[config.mk]
export PLATFORM = sky130hd
export DESIGN_NAME = program_controller
export DESIGN_NICKNAME = d
export VERILOG_FILES = /design/src/rtl/cu_pkg.sv /design/src/rtl/instruction_decoder.sv /design/src/rtl/program_controller.sv
export SDC_FILE = /design/constraint.sdc
export NUM_CORES = 1
export LEC_CHECK = 0
export CAP_MARGIN = 40
export CORE_ASPECT_RATIO = 1.5
export CORE_MARGIN = 2
export CORE_UTILIZATION = 47
export DETAILED_ROUTE_END_ITERATION = 12
export GPL_TIMING_DRIVEN = 0
export PLACE_DENSITY_LB_ADDON = 0.08
export SETUP_SLACK_MARGIN = 0.1
export SLEW_MARGIN = 25
export SYNTH_ARGS = -nofsm -noshare
export SYNTH_HDL_FRONTEND = slang
export SYNTH_SLANG_ARGS = --single-unit
export TNS_END_PERCENT = 5
[constraint.sdc]
create_clock -name clk -period 4.8 [get_ports clk]
set_input_delay 0.72 -clock clk [delete_from_list [all_inputs] [get_ports clk]]
set_output_delay 0.72 -clock clk [all_outputs]
set_load 0.1 [all_outputs]
[src/rtl/cu_pkg.sv]
// -----------------------------------------------------------------------------
// cu_pkg
// Shared definitions for the program controller and its instruction decoder:
// register codes used in the dst/src instruction fields, data-bus source
// select codes, reg_en bit positions, opcode field values and the sequencer
// FSM state enum.
// -----------------------------------------------------------------------------
package cu_pkg;

  // Register codes as they appear in the 3-bit dst/src instruction fields.
  localparam logic [2:0] REG_R  = 3'd4;
  localparam logic [2:0] REG_I  = 3'd6;
  localparam logic [2:0] REG_DM = 3'd7;

  // Data-bus source select codes beyond the eight register sources (0-7).
  localparam logic [3:0] SRC_NONE   = 4'd0;
  localparam logic [3:0] SRC_NIBBLE = 4'd8;
  localparam logic [3:0] SRC_PINS   = 4'd9;

  // reg_en bit positions. Bits 0-7 line up with the register codes, except
  // that a destination code of 4 (r) on the bus drives the output register.
  localparam int REG_EN_W = 10;
  localparam int EN_R     = 4;
  localparam int EN_I     = 6;
  localparam int EN_O     = 8;

  // Opcode field values.
  localparam logic [1:0] OP_MOVE  = 2'b10;   // ir[7:6]
  localparam logic [2:0] OP_ALU   = 3'b110;  // ir[7:5]
  localparam logic [3:0] OP_JUMP  = 4'b1110; // ir[7:4]
  localparam logic [3:0] OP_CJUMP = 4'b1111; // ir[7:4]

  // Word placed in ir when the pipeline injects a bubble.
  localparam logic [7:0] NOP_WORD = 8'h00;

  typedef enum logic [1:0] {
    ST_RST,
    ST_FILL,
    ST_RUN
  } pc_state_t;

  // One-hot write enable for a bus destination register code.
  function automatic logic [REG_EN_W-1:0] dst_enable(input logic [2:0] dst);
    logic [REG_EN_W-1:0] en;
    en = '0;
    if (dst == REG_R) begin
      en[EN_O] = 1'b1;
    end else begin
      en[dst] = 1'b1;
    end
    return en;
  endfunction

endpackage

[src/rtl/instruction_decoder.sv]
// -----------------------------------------------------------------------------
// instruction_decoder
// Purely combinational decode of the execute-stage instruction.
//   ir          in   8   instruction being executed
//   zero_flag   in   1   computational-unit r == 0 (for conditional jumps)
//   source_sel  out  4   data-bus source select
//   reg_en      out 10   register / output write enables
//   i_sel       out  1   i post-increment (i += m) select
//   x_sel       out  1   ALU x operand select (x1 when set)
//   y_sel       out  1   ALU y operand select (y1 when set)
//   jump_taken  out  1   this instruction redirects the fetch address
// The caller is responsible for masking the outputs while ir holds a bubble.
// -----------------------------------------------------------------------------
module instruction_decoder
  import cu_pkg::*;
(
  input  logic [7:0]          ir,
  input  logic                zero_flag,
  output logic [3:0]          source_sel,
  output logic [REG_EN_W-1:0] reg_en,
  output logic                i_sel,
  output logic                x_sel,
  output logic                y_sel,
  output logic                jump_taken
);

  logic       is_bus;
  logic [2:0] dst;
  logic       src_is_dm;

  always_comb begin
    source_sel = SRC_NONE;
    reg_en     = '0;
    i_sel      = 1'b0;
    x_sel      = 1'b0;
    y_sel      = 1'b0;
    jump_taken = 1'b0;
    is_bus     = 1'b0;
    dst        = 3'd0;
    src_is_dm  = 1'b0;

    if (ir[7] == 1'b0) begin
      // Load immediate: nibble goes onto the bus.
      is_bus     = 1'b1;
      dst        = ir[6:4];
      source_sel = SRC_NIBBLE;
    end else if (ir[7:6] == OP_MOVE) begin
      is_bus    = 1'b1;
      dst       = ir[5:3];
      src_is_dm = (ir[2:0] == REG_DM);
      // r -> r is meaningless as a move, so that code reads the input pins.
      if ((ir[2:0] == REG_R) && (ir[5:3] == REG_R)) begin
        source_sel = SRC_PINS;
      end else begin
        source_sel = {1'b0, ir[2:0]};
      end
    end else if (ir[7:5] == OP_ALU) begin
      x_sel = ir[4];
      y_sel = ir[3];
      // Codes 000 and 111 with ir[3] set are ALU no-ops: r is left alone.
      reg_en[EN_R] = !(ir[3] && ((ir[2:0] == 3'b000) || (ir[2:0] == 3'b111)));
    end else if (ir[7:4] == OP_JUMP) begin
      jump_taken = 1'b1;
    end else begin
      // OP_CJUMP: taken only while the last ALU result was non-zero.
      jump_taken = !zero_flag;
    end

    if (is_bus) begin
      reg_en = dst_enable(dst);
      // Any data-memory access post-increments i, unless i itself is the
      // destination (the bus write wins in that case).
      if ((src_is_dm || (dst == REG_DM)) && (dst != REG_I)) begin
        reg_en[EN_I] = 1'b1;
        i_sel        = 1'b1;
      end
    end
  end

endmodule

[src/rtl/program_controller.sv]
// -----------------------------------------------------------------------------
// program_controller
// Two-stage fetch/execute sequencer for a 4-bit nibble processor.
// Fetch latches pm_data into ir and advances pm_addr; execute decodes ir.
// A taken jump loads {page of the jump, ir[3:0]} into pm_addr and replaces
// the word fetched in that cycle with a bubble.
//   RESET_VECTOR  param      first fetch address after reset
//   clk           in    1    clock
//   sync_reset    in    1    asynchronous, active-high reset (despite name)
//   pm_data       in    8    program memory word at pm_addr
//   zero_flag     in    1    computational-unit r == 0
//   hold          in    1    pipeline freeze (only with SEQ_HOLD_EN defined)
//   pm_addr       out   8    program counter / fetch address
//   ir            out   8    execute-stage instruction
//   nibble_ir     out   4    ir[3:0]
//   source_sel    out   4    data-bus source select
//   reg_en        out  10    register write enables
//   i_sel/x_sel/y_sel out 1  i increment / ALU operand selects
//   bubble        out   1    ir holds an injected NOP
// Build option: define SEQ_HOLD_EN to add the hold port.
// -----------------------------------------------------------------------------
module program_controller
  import cu_pkg::*;
#(
  parameter logic [7:0] RESET_VECTOR = 8'h00
) (
  input  logic                clk,
  input  logic                sync_reset,
  input  logic [7:0]          pm_data,
  input  logic                zero_flag,
`ifdef SEQ_HOLD_EN
  input  logic                hold,
`endif
  output logic [7:0]          pm_addr,
  output logic [7:0]          ir,
  output logic [3:0]          nibble_ir,
  output logic [3:0]          source_sel,
  output logic [REG_EN_W-1:0] reg_en,
  output logic                i_sel,
  output logic                x_sel,
  output logic                y_sel,
  output logic                bubble
);

  pc_state_t  state_reg, state_next;
  logic [7:0] pm_addr_reg, pm_addr_next;
  logic [7:0] ir_reg, ir_next;
  logic       inj_reg, inj_next;   // ir holds a jump-flush bubble

  logic       freeze;
  logic       executing;
  logic [7:0] ir_addr;

  logic [3:0]          dec_source_sel;
  logic [REG_EN_W-1:0] dec_reg_en;
  logic                dec_i_sel;
  logic                dec_x_sel;
  logic                dec_y_sel;
  logic                dec_jump_taken;

`ifdef SEQ_HOLD_EN
  assign freeze = hold;
`else
  assign freeze = 1'b0;
`endif

  // The instruction in ir was fetched from the address just before the
  // current fetch address; its page forms the jump target's high nibble.
  assign ir_addr   = pm_addr_reg - 8'd1;
  assign executing = (state_reg == ST_RUN) && !inj_reg;

  instruction_decoder u_decoder (
    .ir         (ir_reg),
    .zero_flag  (zero_flag),
    .source_sel (dec_source_sel),
    .reg_en     (dec_reg_en),
    .i_sel      (dec_i_sel),
    .x_sel      (dec_x_sel),
    .y_sel      (dec_y_sel),
    .jump_taken (dec_jump_taken)
  );

  always_ff @(posedge clk or posedge sync_reset) begin
    if (sync_reset) begin
      state_reg   <= ST_RST;
      pm_addr_reg <= RESET_VECTOR;
      ir_reg      <= NOP_WORD;
      inj_reg     <= 1'b0;
    end else begin
      state_reg   <= state_next;
      pm_addr_reg <= pm_addr_next;
      ir_reg      <= ir_next;
      inj_reg     <= inj_next;
    end
  end

  always_comb begin
    state_next   = state_reg;
    pm_addr_next = pm_addr_reg;
    ir_next      = ir_reg;
    inj_next     = inj_reg;

    // While frozen everything holds, so a pending jump simply stays decoded
    // and redirects on the first unfrozen edge.
    if (!freeze) begin
      case (state_reg)
        ST_RST: begin
          state_next = ST_FILL;
        end
        ST_FILL: begin
          state_next   = ST_RUN;
          ir_next      = pm_data;
          pm_addr_next = pm_addr_reg + 8'd1;
          inj_next     = 1'b0;
        end
        default: begin
          if (executing && dec_jump_taken) begin
            pm_addr_next = {ir_addr[7:4], ir_reg[3:0]};
            ir_next      = NOP_WORD;
            inj_next     = 1'b1;
          end else begin
            ir_next      = pm_data;
            pm_addr_next = pm_addr_reg + 8'd1;
            inj_next     = 1'b0;
          end
        end
      endcase
    end
  end

  assign pm_addr    = pm_addr_reg;
  assign ir         = ir_reg;
  assign nibble_ir  = ir_reg[3:0];
  assign bubble     = !executing;
  assign source_sel = executing ? dec_source_sel : SRC_NONE;
  assign reg_en     = (executing && !freeze) ? dec_reg_en : '0;
  assign i_sel      = executing && dec_i_sel;
  assign x_sel      = executing && dec_x_sel;
  assign y_sel      = executing && dec_y_sel;

endmodule

# --- After elaboration in Yosys (flattened, before gate mapping) ---
# Index checks and enable logic that the tools add are counted.
classes:
  addsub: 2
  mul: 0
  div_mod_pow: 0
  order_cmp: 2
  n_eq_ne: 11
  shifts: 0
  muxes: 39
  bitwise_logic: 0
  n_reduce_logical: 18
ops:
  columns: ["op", "n"]
  rows:
  - ["one-hot mux 8 bit (2 select lines)", 2]
  - ["two-way mux 8 bit", 3]
  - ["two-way mux 1 bit", 23]
  - ["equality test 3 bit, second input constant", 6]
  - ["two-way mux 4 bit", 4]
  - ["two-way mux 10 bit", 1]
  - ["logical AND 1 bit", 9]
  - ["two-way mux 9 bit", 1]
  - ["adder 8 x 1 -> 8 bit, second input constant", 1]
  - ["subtractor 8 x 1 -> 8 bit, second input constant", 1]
  - ["two-way mux 3 bit", 2]
  - ["< comparator 3 x 5 -> 1 bit, second input constant", 1]
  - ["equality test 2 bit, second input constant", 2]
  - ["equality test 4 bit, second input constant", 1]
  - ["logical NOT 1 bit", 4]
  - ["one-hot mux 2 bit (2 select lines)", 1]
  - ["demux 1 bit (select 3 bit)", 1]
  - [">= comparator 3 x 1 -> 1 bit, second input constant", 1]
  - ["logical NOT 3 bit", 1]
  - ["!= test 3 bit, second input constant", 1]
  - ["equality test 2 x 1 -> 1 bit, second input constant", 1]
  - ["logical NOT 2 bit", 1]
  - ["logical OR 1 bit", 2]
  - ["one-hot mux 1 bit (2 select lines)", 1]
  - ["nonzero test 2 bit", 1]
totals:
  register_bits: 19
  latchBits: 0
  ram_bits: 0
  romBits: 0
  n_memories: 0

# --- Depth between registers and ports, before layout ---
# Gate-level depths: netlist (run 1).
logic_depth:
  word_depth: 11
  depth_mapped: 7
  ltp_nobuf: 6

# --- Hierarchy ---
# From an unflattened synthesis (run 1), not the netlist that was laid out.
hier_totals:
  hier_cells: 168
  area_unflattened_um2: 1423.9
modules_own_cells:
  columns: ["mod", "instances", "cells_each", "area_per_inst_um2"]
  rows:
  - ["program_controller", 1, 119, 1086.0]
  - ["instruction_decoder", 1, 49, 337.8]

# --- Worst setup path after synthesis (run 1) ---
# No wires, ideal clock.
synth_timing:
  kind: "reg-to-output"
  startpoint: "register state_reg[0]"
  endpoint: "output reg_en[2]"
  arrival_ns: 3.708
  required_ns: 4.080
  path_slack_ns: 0.372
  stages_incl_launch_ff: 4
  n_path_buf: 1
  path_cell_list: "dfrtp_1 -> or3b_4 -> clkbuf_1 -> nor3_1"
synth_between:
  elab_chain_len: 3
synth_rtl:
  columns: ["element", "line_no", "source"]
  rows:
  - ["start, declared", "program_controller.sv:45", "pc_state_t state_reg, state_next;"]
  - ["start signal, assigned", "program_controller.sv:90", "state_reg <= state_next;"]
  - ["equality test 2 bit", "program_controller.sv:70", "assign executing = (state_reg == ST_RUN) && !inj_reg;"]
  - ["logical AND 1 bit", "program_controller.sv:70", null]
  - ["two-way mux 10 bit", "program_controller.sv:136", "assign reg_en = (executing && !freeze) ? dec_reg_en : '0;"]
  - ["end, declared", "program_controller.sv:38", "output logic [REG_EN_W-1:0] reg_en,"]
# Every way passes these cells.

# --- Final worst setup path (run 1) ---
layout_timing:
  startpoint: "register ir_reg[7] (netlist: ir[7])"
  endpoint: "output reg_en[4]"
layout_between:
  elab_chain_len: 10
  word_cells_on_any_way: 18
  classes_between: "order compare (2); eq/ne (3); mux (12); reduce/logical (1)"
layout_rtl:
  columns: ["element", "line_no", "source"]
  rows:
  - ["start, declared", "program_controller.sv:47", "logic [7:0] ir_reg, ir_next;"]
  - ["start signal, assigned", "program_controller.sv:92", "ir_reg <= ir_next;"]
  - ["equality test 2 bit", "instruction_decoder.sv:47", "end else if (ir[7:6] == OP_MOVE) begin"]
  - ["two-way mux 3 bit", "instruction_decoder.sv:47", null]
  - ["two-way mux 3 bit", "instruction_decoder.sv:42", "if (ir[7] == 1'b0) begin"]
  - ["< comparator 3 x 5 -> 1 bit (implied by the code) or >= comparator 3 x 1 -> 1 bit (tied branches)", "cu_pkg.sv:49", "en[dst] = 1'b1;"]
  - ["logical AND 1 bit (implied by the code)", "cu_pkg.sv:49", null]
  - ["two-way mux 1 bit (implied by the code)", "cu_pkg.sv:49", null]
  - ["demux 1 bit (select 3 bit)", null, null]
  - ["two-way mux 8 bit", "cu_pkg.sv:46", "if (dst == REG_R) begin"]
  - ["two-way mux 9 bit (*)", "instruction_decoder.sv:69", "if (is_bus) begin"]
  - ["two-way mux 10 bit (*)", "program_controller.sv:136", null]
# Every way passes the cells marked *; elsewhere a longest branch is shown, timed or not.

==> results of run 1 <==
worst paths after layout:
check                      slack [ns]         start         end
setup / recovery                 1.51         ir[7]   reg_en[4]
hold / removal                   0.48    pm_addr[7]  pm_addr[7]
setup reg to reg                 2.86  state_reg[0]  pm_addr[0]
hold reg to reg                  0.48    pm_addr[7]  pm_addr[7]
max in group asynchronous        3.47    sync_reset  pm_addr[1]
min in group asynchronous        0.87    sync_reset  pm_addr[4]
worst max-delay path: stages, from the launching register on:
cell and delay, ns:
dfrtp_1 0.35, clkbuf_1 0.33, clkbuf_1 0.39, nand3_1 0.24, nor3_1 0.23, clkdlybuf4s50_1 0.55, buf_8 0.21
power by group through the flow:
stage                     Sequential [mW]  Combinational, mW  Clock [mW]
after floorplan                     0.502              0.203           0
after global routing                0.253              0.786       0.123
after detailed placement            0.248              0.753           0
final                               0.247              0.758       0.116
after global placement              0.244              0.589           0
after CTS                           0.245              0.759       0.114
synth_stat cells:
master / number
a211o_4: 1
nor4b_1: 1
ha_1: 2
o21a_1: 1
o21ai_0: 8
dfrtp_1: 19
o21ai_1: 2
buf_4: 5
nor4_1: 2
buf_6: 2
and3_1: 5
a21oi_1: 11
a32oi_1: 1
nand2b_1: 1
xnor2_1: 5
nand4_1: 1
nand2_1: 21
buf_2: 1
clkbuf_1: 8
or3_1: 1
and3_4: 1
a32oi_2: 1
nor3_1: 13
nor3b_1: 3
nand3_1: 19
buf_1: 2
nor2_1: 13
nor2b_1: 2
mux2i_1: 3
a22oi_1: 1
inv_1: 9
or3b_4: 1
conb_1: 1
cell type report:
cell class / count / area [um2]
buffer: 18 / 103
multi-input combinational: 121 / 682
timing repair buffer: 84 / 1030
tap: 37 / 46.3
clock inverter: 1 / 7.51
clock buffer: 3 / 41.3
sequential: 19 / 475
inverter: 9 / 33.8
fill: 119 / 233
per-stage QoR:
stage | cells | util [%] | worst slack (ns)
global route | 292 | 91.2 | 1.38
finish | 292 | 91.2 | 1.51
detailed placement | 288 | 89.4 | 1.85
CTS | 292 | 91.2 | 1.57
global placement | 251 | 68.4 | 1.61
floorplan | 167 | - | 0.372
logic make-up (layout without fill, tap and decap cells):
family                     count (synthesis)  count (layout)  synth area share [%]
AOI/OAI and AO/OA                         26              26                  12.6
xor gates and xnor gates                   5               5                  3.38
adders and majority gates                  2               2                  1.93
buffers and inverters                     27             115                  10.5
DFF                                       19              19                  36.8
muxes                                      3               3                  2.32
other                                      1               1                 0.290
and+or+nand+nor                           84              84                  32.2
routing by layer:
layer,vias to the layer above,track usage (%)
met5,-,0
met4,0,13.9
met3,15,2.90
met2,73,61.8
met1,778,34.4
li1,740,-
==> summary.md, run 1 <==
| Metric | Value |
|---|---|
| Post_cts resized | `0` |
| Core area | `2650 um2` |
| Gate power share | `67.6%` |
| CTS root buffer | `clkbuf_8` |
| Fin crit share | `68.5%` |
| Post-synth top area share | `36.8%` |
| P_leak | `1.07 nW` |
| Via density | `5.50` |
| Crit Path Category | `flop to primary output` |
| Top post-synthesis cells by area | `dfrtp_1, nand3_1, nand2_1, nor3_1, a21oi_1` |
| Die ar. | `3200 um2` |
| DRT iter0 DRCs | `76` |
| Synth area leader | `dfrtp_1` |
| Status | `finished, final reports clean` |
| CTS tree | `built` |
| Mean Syn Cell Area | `7.75 um2` |
| CTS Buf Count | `3` |
| Synth warnings | `0` |
| Top routing layer used | `met4` |
| Clock skew | `0.00599 ns` |
| Max FO, Critical Path | `10` |
| Fin area | `2410 um2` |
| Dpl cell area | `2370 um2` |
| Initial antenna violation count | `0` |
| IO Count | `49` |
| Worst Reg-to-Reg Cells | `6` |
| Vias in the first global route | `1603` |
| Die Wd | `46.8 um` |
| First-pass GRT wire length | `7450 um` |
| Hold Crit Depth | `1` |
| Area growth syn-to-layout | `86.7%` |
| Rel. slew slack | `52.4%` |
| Switching share of power | `53.1%` |
| M1 wire length | `1650 um` |
| Gate Count Post-Synth | `167` |
| Clock sink total | `19` |
| Mapped Nets | `180` |
| Clock share of power | `10.4%` |
| Layout cells sized above 1 | `20.8%` |
| Clock Latency Late Sink | `0.26 ns` |
| Routed len/inst | `16.1 um` |
| Commonest non-fill, non-tap cell in the layout | `clkdlybuf4s50_1` |
| Setup crit end kind | `primary output` |
| First-pass iteration count of the detailed router | `4` |
| Die Height | `68.3 um` |
| Final worst path period need | `3.29 ns` |
| Crit path DAT | `2.57 ns` |
| Slew Viols, Final | `0` |
| Number of I/O port buffers | `47` |
| Final hold slack | `0.480 ns` |
| WL met3 | `201 um` |
| Antenna fix cells | `0` |
| Final setup viols | `0` |
| CTS H-tree depth | `1` |
| Row count | `23` |
| Placer Congestion | `0.869` |
| Sequential area share after synthesis | `36.8%` |
| Final nets | `269` |
| Most frequent cells in the layout | `clkdlybuf4s50_1, buf_8, nand2_1` |
| Total routed wirelength | `4690 um` |
| Overall power | `1.12 mW` |
| PD cells | `464 nW/um2` |
| CP startpoint kind | `flop` |
| Distinct cell type count after synthesis | `33` |
| Cts hold-fix bufs | `0` |
| ANT nets after route | `0` |
| Hold WC Path Type | `flop to flop` |
| GR Overflow Total | `0` |
| Starting Density | `48.9%` |
| RSZ-0062 raised after global routing | `no` |
| Vias | `1606` |
| Setup tns final | `0 ns` |
| Residual DRC | `0` |
| Slew @ Worst Pin | `0.714 ns` |
| Max cap viols | `0` |
| Largest net degree at the start of global routing | `20` |
| Int Power | `0.525 mW` |
| Placed wire-length estimate | `3680 um` |
| Global Route Usage Sum | `32.5%` |
| WP data required | `4.08 ns` |
| Mapped cell area | `1290 um2` |
| Met2 wire len | `2730 um` |
| Fmax | `0.304 GHz` |
| Flops & latches, synth | `19` |
| Final Hold Vio Count | `0` |
| Clk slew on worst S/H paths | `0.08 ns` |
| Sw Pwr | `0.595 mW` |
| Max VDD drop | `0.468 mV` |
| Max Root-Sink Buffers | `2` |
| # Post-CTS Setup Buffers | `0` |
| Sequential group share of total power | `22.0%` |
(Power assumes the default switching activity.)
==> run 2, diff against run 1 <==
--- a/config.mk
+++ b/config.mk
@@ -8,7 +8,7 @@
 export CAP_MARGIN = 40
 export CORE_ASPECT_RATIO = 1.5
 export CORE_MARGIN = 2
-export CORE_UTILIZATION = 47
+export CORE_UTILIZATION = 44
 export DETAILED_ROUTE_END_ITERATION = 12
 export GPL_TIMING_DRIVEN = 0
 export PLACE_DENSITY_LB_ADDON = 0.08
==> constraint.sdc (replaced) <==
create_clock -name clk -period 3.4 [get_ports clk]
set_input_delay 0.51 -clock clk [delete_from_list [all_inputs] [get_ports clk]]
set_output_delay 0.51 -clock clk [all_outputs]
set_load 0.1 [all_outputs]
==> summary.md, run 2 (synthesis gave the netlist of run 1 again) <==
| Metric | Value |
|---|---|
| Worst path depth | `7` |
| Rel. slew slack | `51.9%` |
| Final Hold Vio Count | `0` |
| R2R Path Start | `state_reg[0]` |
| CTS tree | `built` |
| Sequential group share of total power | `22.2%` |
| Row count | `24` |
| Max FO, Critical Path | `9` |
| Worst path cell trace | `clkbuf_1 -> inv_1 -> nor4_1 -> a21oi_1 -> nor2_1 -> clkdlybuf4s50_1 -> buf_8` |
| Fmax | `0.314 GHz` |
| Setup WS pre-CTS | `0.515 ns` |
| Number of I/O port buffers | `47` |
| Cts hold-fix bufs | `0` |
| Fin area | `2450 um2` |
| Most frequent cells in the layout | `clkdlybuf4s50_1, buf_8, nand2_1` |
| IO Count | `49` |
| Capture point of the worst reg-to-reg path | `pm_addr[6]` |
| Setup tns final | `0 ns` |
| Starting Density | `45.4%` |
| Antenna fix cells | `0` |
| Clock skew | `0.00202 ns` |
| Slowest-stage cell, CP | `clkdlybuf4s50_1` |
| Sw Pwr | `0.834 mW` |
| CP startpoint kind | `flop` |
| First-pass GRT wire length | `7330 um` |
| Crit path max-delay family | `buffers and inverters` |
| Core area | `2850 um2` |
| Crit path DAT | `2.67 ns` |
| Die ar. | `3400 um2` |
| CP peak stage delay | `0.56 ns` |
| Max cap viols | `0` |
| ANT nets after route | `0` |
| Max Root-Sink Buffers | `2` |
| Post-layout util | `85.7%` |
| RSZ-0062 raised after global routing | `no` |
| First-pass iteration count of the detailed router | `4` |
| Fillers | `144` |
| Setup crit end kind | `primary output` |
| Post-route setup slack | `0.215 ns` |
| CTS H-tree depth | `1` |
| Placer Congestion | `0.843` |
| Post_cts resized | `0` |
| GR Overflow Total | `0` |
| Gate power share | `67.8%` |
| Hold WC Path Type | `flop to flop` |
| Total routed wirelength | `4750 um` |
| Clock sink total | `19` |
| Worst Reg-to-Reg Cells | `5` |
| Int Power | `0.742 mW` |
| WP data required | `2.89 ns` |
| Slew @ Worst Pin | `0.720 ns` |
| Die Wd | `48.3 um` |
| P_leak | `1.09 nW` |
| Via density | `5.47` |
| Worst reg-to-reg setup slack | `1.51 ns` |
| Largest net degree at the start of global routing | `20` |
| Hold Crit Start | `inj_reg` |
| Switching share of power | `52.9%` |
| # Post-CTS Setup Buffers | `0` |
| Fin crit share | `93.7%` |
| Final nets | `269` |
| Clock share of power | `10.0%` |
| Status | `finished, final reports clean` |
| CTS root buffer | `clkbuf_8` |
| Placed wire-length estimate | `3770 um` |
| Dpl cell area | `2400 um2` |
| Clock Latency Late Sink | `0.26 ns` |
| Clk slew on worst S/H paths | `0.07 ns` |
| Final setup viols | `0` |
| Initial antenna violation count | `0` |
| Die Height | `70.4 um` |
| WHS Endpoint | `inj_reg` |
| PD cells | `644 nW/um2` |
| Hold Crit Depth | `2` |
| Commonest non-fill, non-tap cell in the layout | `clkdlybuf4s50_1` |
| DRT iter0 DRCs | `80` |
| Area growth syn-to-layout | `89.1%` |
| Vias | `1608` |
| Final worst path period need | `3.18 ns` |
| Crit Path Category | `flop to primary output` |
| CTS Buf Count | `3` |
| Slew Viols, Final | `0` |
| Global Route Usage Sum | `29.4%` |
| Crit path buffers/inverters | `4` |
| Vias in the first global route | `1589` |
| Layout cells sized above 1 | `23.5%` |
| Routed len/inst | `16.1 um` |
| Max VDD drop | `0.641 mV` |
| Residual DRC | `0` |
-- run 2: cell count changes in the layout (fill, tap and decap cells not counted) --
cell / before / now
clkbuf_1: 8 / 7
clkinv_2: 0 / 1
clkbuf_2: 0 / 1
nor3_2: 0 / 6
nor3_1: 13 / 7
clkinvlp_4: 1 / 0
-- run 2: worst max path at each step --
stage | end | from | slack, ns
2_1_floorplan | source_sel[0] | ir[7] | -0.14
3_3_place_gp | reg_en[4] | ir[7] | 0.38
3_5_place_dp | reg_en[5] | ir[3] | 0.51
4_1_cts | reg_en[5] | ir[3] | 0.22
5_1_grt | reg_en[5] | ir[3] | 0.11
6_report | reg_en[5] | ir[3] | 0.22
-- run 2: power by group through the flow --
stage	clock, mW	combinational (mW)	sequential, mW
floorplan	0	0.289	0.709
global placement	0	0.835	0.347
detailed placement	0	1.07	0.351
CTS	0.158	1.07	0.348
global route	0.167	1.11	0.359
finish	0.158	1.07	0.349
-- run 2: routing by layer --
metal | up-vias | GRT usage, % | wire length [um]
met5 | - | 0 | 0
met3 | 15 | 2.58 | 163
met4 | 0 | 13.8 | 139
met1 | 785 | 32.4 | 1790
met2 | 66 | 51.8 | 2660
li1 | 742 | - | -
-- run 2: layout make-up --
class | count | area (um2) | share of cell area, %
clock buffers | 3 | 41.3 | 1.69
inverters | 9 | 33.8 | 1.38
multi-input cells | 121 | 712 | 29.1
well taps | 39 | 48.8 | 1.99
repair buffers | 84 | 1030 | 41.9
flip-flops and latches | 19 | 475 | 19.4
clock inverters | 1 | 5.00 | 0.205
plain buffers | 18 | 104 | 4.25
-- run 2: through the flow --
step	instances	power (mW)	hold WS (ns)
final	294	1.58	0.497
after global routing	294	1.63	0.536
after CTS	294	1.58	0.487
after detailed placement	290	1.42	0.468
after global placement	253	1.18	0.459
after floorplan	167	0.998	0.447
-- run 2: worst min-delay path, cell delays in order (launching register included) --
cell	delay (ns)
dfrtp_1	0.35
nand2_1	0.05
nand2_1	0.06
